<file path="src/rtl/gt_qpll_seq_pkg.sv">
// gt_qpll_seq_pkg: shared state type and counter sizing for the QPLL reset sequencer
package gt_qpll_seq_pkg;
  typedef enum logic [2:0] {IDLE, RESET, WAIT_LOCK, LOCKED, FAILED} qpll_state_e;
  localparam int RETRY_W = 4;
  function automatic int cnt_w(input int max_val);
    return $clog2(max_val + 1);
  endfunction
endpackage

</file>
<file path="src/rtl/gt_qpll_chan_fsm.sv">
// gt_qpll_chan_fsm: one quad's lock synchroniser, counters and reset FSM (lock-loss counter when GT_QPLL_LOSS_CNT_EN is defined)
module gt_qpll_chan_fsm
  import gt_qpll_seq_pkg::*;
#(
  parameter int RESET_CYCLES = 64,
  parameter int LOCK_TIMEOUT = 65536,
  parameter int LOCK_STABLE  = 32,
  parameter int MAX_RETRIES  = 3
) (
  input  logic               clk,
  input  logic               rst_n,
  input  logic               start,
  input  logic               lock_raw,
  output logic               qpll_reset,
  output logic               locked,
  output logic               failed,
  output logic [RETRY_W-1:0] retry
`ifdef GT_QPLL_LOSS_CNT_EN
  ,
  output logic [7:0]         loss_cnt
`endif
);
  localparam int RC_W = cnt_w(RESET_CYCLES);
  localparam int TO_W = cnt_w(LOCK_TIMEOUT);
  localparam int ST_W = cnt_w(LOCK_STABLE);
  qpll_state_e     state;
  logic [RC_W-1:0] rst_cnt;
  logic [TO_W-1:0] tmo_cnt;
  logic [ST_W-1:0] stb_cnt;
  logic [1:0]      sync;
  logic            lock_s;
  logic            lost;
  assign lock_s = sync[1];
  assign lost   = state == LOCKED && !lock_s && !start;
  // two-flop lock synchroniser, held clear while the PLL is in reset so stale lock never counts
  always_ff @(posedge clk or negedge rst_n)
    if (!rst_n) sync <= '0;
    else sync <= qpll_reset ? 2'b00 : {sync[0], lock_raw};
  // reset/lock sequencing; start overrides every other transition
  always_ff @(posedge clk or negedge rst_n)
    if (!rst_n) begin
      state      <= IDLE;
      rst_cnt    <= '0;
      tmo_cnt    <= '0;
      stb_cnt    <= '0;
      retry      <= '0;
      locked     <= 1'b0;
      failed     <= 1'b0;
      qpll_reset <= 1'b1;
    end else if (start) begin
      state      <= RESET;
      rst_cnt    <= '0;
      retry      <= '0;
      locked     <= 1'b0;
      failed     <= 1'b0;
      qpll_reset <= 1'b1;
    end else begin
      case (state)
        IDLE: begin
          state   <= RESET;
          rst_cnt <= '0;
        end
        RESET:
          if (rst_cnt == RC_W'(RESET_CYCLES - 1)) begin
            state      <= WAIT_LOCK;
            qpll_reset <= 1'b0;
            tmo_cnt    <= '0;
            stb_cnt    <= '0;
          end else rst_cnt <= rst_cnt + 1'b1;
        WAIT_LOCK: begin
          tmo_cnt <= tmo_cnt + 1'b1;
          stb_cnt <= lock_s ? stb_cnt + 1'b1 : '0;
          if (lock_s && stb_cnt == ST_W'(LOCK_STABLE - 1)) begin
            state  <= LOCKED;
            locked <= 1'b1;
          end else if (tmo_cnt == TO_W'(LOCK_TIMEOUT - 1)) begin
            qpll_reset <= 1'b1;
            rst_cnt    <= '0;
            if (retry < RETRY_W'(MAX_RETRIES)) begin
              retry <= retry + 1'b1;
              state <= RESET;
            end else begin
              state  <= FAILED;
              failed <= 1'b1;
            end
          end
        end
        LOCKED:
          if (lost) begin
            state      <= RESET;
            locked     <= 1'b0;
            qpll_reset <= 1'b1;
            rst_cnt    <= '0;
            retry      <= retry == '1 ? retry : retry + 1'b1;
          end
        FAILED: ;
        default: state <= IDLE;
      endcase
    end
`ifdef GT_QPLL_LOSS_CNT_EN
  // lock-loss history survives start; only power-on reset clears it
  always_ff @(posedge clk or negedge rst_n)
    if (!rst_n) loss_cnt <= '0;
    else if (lost && loss_cnt != 8'hff) loss_cnt <= loss_cnt + 1'b1;
`endif
endmodule

</file>
<file path="src/rtl/gt_qpll_reset_sequencer.sv">
// gt_qpll_reset_sequencer: per-quad QPLL reset/lock sequencing with aggregate readiness (GT_QPLL_LOSS_CNT_EN adds lock_loss_cnt)
module gt_qpll_reset_sequencer
  import gt_qpll_seq_pkg::*;
#(
  parameter int N_COMMON     = 2,
  parameter int RESET_CYCLES = 64,
  parameter int LOCK_TIMEOUT = 65536,
  parameter int LOCK_STABLE  = 32,
  parameter int MAX_RETRIES  = 3
) (
  input  logic                          clk,
  input  logic                          rst_n,
  input  logic                          start,
  input  logic [N_COMMON-1:0]           qpll0lock,
  output logic [N_COMMON-1:0]           qpll0reset,
  output logic [N_COMMON-1:0]           quad_locked,
  output logic [N_COMMON-1:0]           quad_fail,
  output logic                          all_locked,
  output logic [RETRY_W*N_COMMON-1:0]   retry_cnt
`ifdef GT_QPLL_LOSS_CNT_EN
  ,
  output logic [8*N_COMMON-1:0]         lock_loss_cnt
`endif
);
  for (genvar i = 0; i < N_COMMON; i++) begin : g_quad
    gt_qpll_chan_fsm #(
      .RESET_CYCLES(RESET_CYCLES),
      .LOCK_TIMEOUT(LOCK_TIMEOUT),
      .LOCK_STABLE (LOCK_STABLE),
      .MAX_RETRIES (MAX_RETRIES)
    ) u_fsm (
      .clk       (clk),
      .rst_n     (rst_n),
      .start     (start),
      .lock_raw  (qpll0lock[i]),
      .qpll_reset(qpll0reset[i]),
      .locked    (quad_locked[i]),
      .failed    (quad_fail[i]),
      .retry     (retry_cnt[RETRY_W*i +: RETRY_W])
`ifdef GT_QPLL_LOSS_CNT_EN
      ,
      .loss_cnt  (lock_loss_cnt[8*i +: 8])
`endif
    );
  end
  // aggregate readiness, registered one cycle behind the per-quad flags
  always_ff @(posedge clk or negedge rst_n)
    if (!rst_n) all_locked <= 1'b0;
    else all_locked <= &quad_locked;
endmodule

</file>
<file path="config.mk">
export PLATFORM = sky130hd
export DESIGN_NAME = gt_qpll_reset_sequencer
export DESIGN_NICKNAME = d
export VERILOG_FILES = /design/src/rtl/gt_qpll_seq_pkg.sv /design/src/rtl/gt_qpll_chan_fsm.sv /design/src/rtl/gt_qpll_reset_sequencer.sv
export SDC_FILE = /design/constraint.sdc
export NUM_CORES = 1
export LEC_CHECK = 0
export CAP_MARGIN = 25
export CORE_AREA = 10 10 140 78
export CTS_BUF_LIST = sky130_fd_sc_hd__clkbuf_8
export DETAILED_ROUTE_END_ITERATION = 16
export DIE_AREA = 0 0 150 88
export GPL_TIMING_DRIVEN = 0
export HOLD_SLACK_MARGIN = 0.15
export PLACE_DENSITY = 0.7
export SLEW_MARGIN = 15
export SYNTH_ARGS = -nofsm -noshare
export SYNTH_HDL_FRONTEND = slang
export SYNTH_SLANG_ARGS = --single-unit
</file>
<file path="constraint.sdc">
create_clock -name clk -period 5.96 [get_ports clk]
set_clock_uncertainty 0.1 [all_clocks]
set_input_delay 1.788 -clock clk [delete_from_list [all_inputs] [get_ports clk]]
set_output_delay 1.788 -clock clk [all_outputs]
set_load 0.005 [all_outputs]
</file>
==> out/metrics.csv <==
metric,value,unit
depth of the CTS H-tree,3,
CTS sink cnt,85,
max cap viols,0,
worst hold slack,0.372,ns
"count leader, synth",dfrtp_1,
number of synthesized register bits,85,
LEAKAGE,0.00217,uW
fillers,731,
number of DRC markers in iteration 0,437,
CP max-delay cell,dfstp_2,
status,finished clean,
synth cell count leaders,"dfrtp_1 (83), nand2_1 (44), nor2_1 (41), a21oi_1 (30), nand3_1 (30)",
clock insertion delay at the later pin of the skew report,0.37,ns
crit path time final,3.44,ns
CP max stage delay,0.59,ns
Die X,150,microns
Worst Reg-to-Reg Cells,10,
peak supply drop,0.000113,V
Synth Net Count,495,
Global Route Usage Sum,17.5,%
crit share post-route,57.8,%
detailed placer's ending HPWL,7.69,mm
initial antenna violation count,0,
diode count,0,
Reg-to-Reg End,g_quad[0].u_fsm.retry[2],
WP data arrival,1.56,ns
Crit Path Max Fanout,4,
post-CTS setup buffer count,0,
Post-synth EDFFs,0,
clock buffer depth,2,
critical path endpoint,qpll0reset[1],
Detail Route Antenna Nets,0,
post-route cell area,0.00507,sq mm
cts repair resizes,0,
syn_area_per_cell,9.40,sq um
global route overflow,0,
Die H,88,microns
min-delay worst type,register to register,
port bufs,18,
ratio of cells with drive above 1 in the final layout,7.96,%
area of placed instances,0.00486,sq mm
Final Max Tran Viols,0,
CP startpoint kind,register,
Max-slew headroom,51.0,%
via count,3769,
via/cell ratio,5.96,
Final WS setup,2.52,ns
"area leader, netlist",dfrtp_1,
f_max,290,MHz
hold_buf cts,0,
Core ar.,0.00847,sq mm
Die ar.,0.0132,sq mm
Worst-path clk slew,0.08,ns
"CP delay by family, top",buffers and inverters,
"Hold Violations, Final",0,
IO Pins,20,
Worst-Margin Slew,0.732,ns
Buf/Inv on CP,2,
synth unique cells,59,
Num CTS Buffers,9,
first-pass GRT wire length,18.5,mm
WP data required,4.07,ns
critical path class,register to output pin,
synth warn,0,
CTS root buf,clkbuf_8,
CP Launch Point,g_quad[1].u_fsm.qpll_reset,
vias in the first global route,3602,
Yosys top cell area share,46.0,%
final net count,525,
worst path cell trace,"buf_4, clkdlybuf4s50_1",
Rows,24,
top_reg_cell synth,dfrtp_1,
Residual DRC,0,
DP Worst Slack,2.30,ns
largest net degree at the start of global routing,61,
synthesis-to-layout area growth,12.5,%
final setup vio count,0,
GP Congestion,0.842,
Power Dens Cells,217,mW/mm^2
RSZ-0062 raised after global routing,false,
post-synthesis sequential area ratio,47.2,%
CP Capture Type,output pin,
TritonCTS clock tree,yes,
ys async rst share,100,%
Reg-to-Reg Start,g_quad[0].u_fsm.tmo_cnt[0],
number of cells on the critical path,2,
"Cell Area, Synth",0.00451,sq mm
DRT Wirelength,10.8,mm
DRT Pass-1 Iters,5,
register-to-register setup slack,3.03,ns
Synth area leaders,"dfrtp_1 (46%), nand2_1 (3.7%), nor2_1 (3.4%), a21oi_1 (3.3%), nand3_1 (3.3%)",
Initial Util,53.3,%
wire length per cell,17.1,microns
Cells after Synth,480,
## final cells by class
cell class | instances | area [sq um] | area share (%)
multi-input cells | 358 | 2200 | 43.5
flip-flops and latches | 85 | 2130 | 42.0
repair buffers | 19 | 205 | 4.05
clock buffers | 12 | 165 | 3.26
well taps | 117 | 146 | 2.89
plain buffers | 25 | 131 | 2.59
clock inverters | 4 | 45.0 | 0.888
inverters | 12 | 45.0 | 0.888
## power breakdown
| part | switching, uW | total [uW] | leakage, uW | internal, uW |
|---|---|---|---|---|
| clock network | 215 | 441 | 0.000112 | 226 |
| logic | 34.6 | 56.1 | 0.000894 | 21.5 |
| registers | 15.0 | 605 | 0.00116 | 590 |
## through the flow
step	utilization (%)	total power (uW)	TNS, ns	std cells
after floorplan	-	645	0	480
after global placement	57.1	668	-11.79	615
after detailed placement	57.4	672	0	616
after CTS	59.9	1110	0	632
after global routing	59.9	1150	0	632
final	59.9	1100	0	632
## cell families after synthesis
logic type / after synthesis / share of synthesized area, %
AO/OA/AOI/OAI: 114 / 16.0
flip-flops: 85 / 47.2
buffers and inverters: 37 / 3.91
XOR/XNOR: 22 / 4.27
adder cells (fa/ha/maj): 10 / 2.77
multiplexers: 1 / 0.222
AND/OR/NAND/NOR: 211 / 25.6
## how the worst min path moves through the flow
stage / startpoint / end / slack [ns] / cells past startpoint
after floorplan: g_quad[0].u_fsm.sync[0] / g_quad[0].u_fsm.sync[1] / 0.34 / 1
after global placement: g_quad[1].u_fsm.sync[0] / g_quad[1].u_fsm.sync[1] / 0.34 / 1
after detailed placement: g_quad[1].u_fsm.sync[0] / g_quad[1].u_fsm.sync[1] / 0.36 / 1
after CTS: g_quad[1].u_fsm.sync[0] / g_quad[1].u_fsm.sync[1] / 0.37 / 1
after global routing: g_quad[1].u_fsm.sync[0] / g_quad[1].u_fsm.sync[1] / 0.39 / 1
final: g_quad[1].u_fsm.sync[0] / g_quad[1].u_fsm.sync[1] / 0.37 / 1
## registers in the layout (all words and copies together) (netlist names)
name	count
g_quad.u_fsm.tmo_cnt	34
g_quad.u_fsm.stb_cnt	12
all_locked	1
g_quad.u_fsm.failed	2
g_quad.u_fsm.state	6
g_quad.u_fsm.sync	4
g_quad.u_fsm.qpll_reset	2
g_quad.u_fsm.locked	2
g_quad.u_fsm.retry	8
g_quad.u_fsm.rst_cnt	14
## per-layer routing
metal	vias up	track usage (%)	part of all wire, %	wire length [microns]
li1	1809	-	-	-
met4	0	4.56	1.0	108
met1	1834	27.0	54	5870
met2	117	22.5	37	3990
met5	-	0	0	0
met3	9	5.61	7.8	847
## worst reg2reg max path, cell delays in order, from the launching register on
cell and delay (ns):
dfrtp_1 0.43, ha_1 0.27, nand3_1 0.10, nor2_1 0.38, nand2_1 0.10, nor2_1 0.25
ha_1 0.25, o311a_1 0.25, nor2_1 0.17, or4_1 0.49, nand3_1 0.09
## cell usage in the layout, fill, tap and decap left out, types with 10 or more instances in the layout
| master | n |
|---|---|
| inv_1 | 11 |
| nand3_1 | 30 |
| o21ai_1 | 15 |
| a21oi_1 | 30 |
| dfrtp_1 | 83 |
| clkbuf_8 | 12 |
| nand4_1 | 11 |
| a31oi_1 | 10 |
| nand2_1 | 44 |
| clkbuf_1 | 11 |
| ha_1 | 10 |
| and3_1 | 14 |
| clkdlybuf4s50_1 | 17 |
| nor2_1 | 41 |
| nor3_1 | 18 |
| o21ai_0 | 23 |
| xnor2_1 | 14 |
Power figures use the tool's default switching activity.
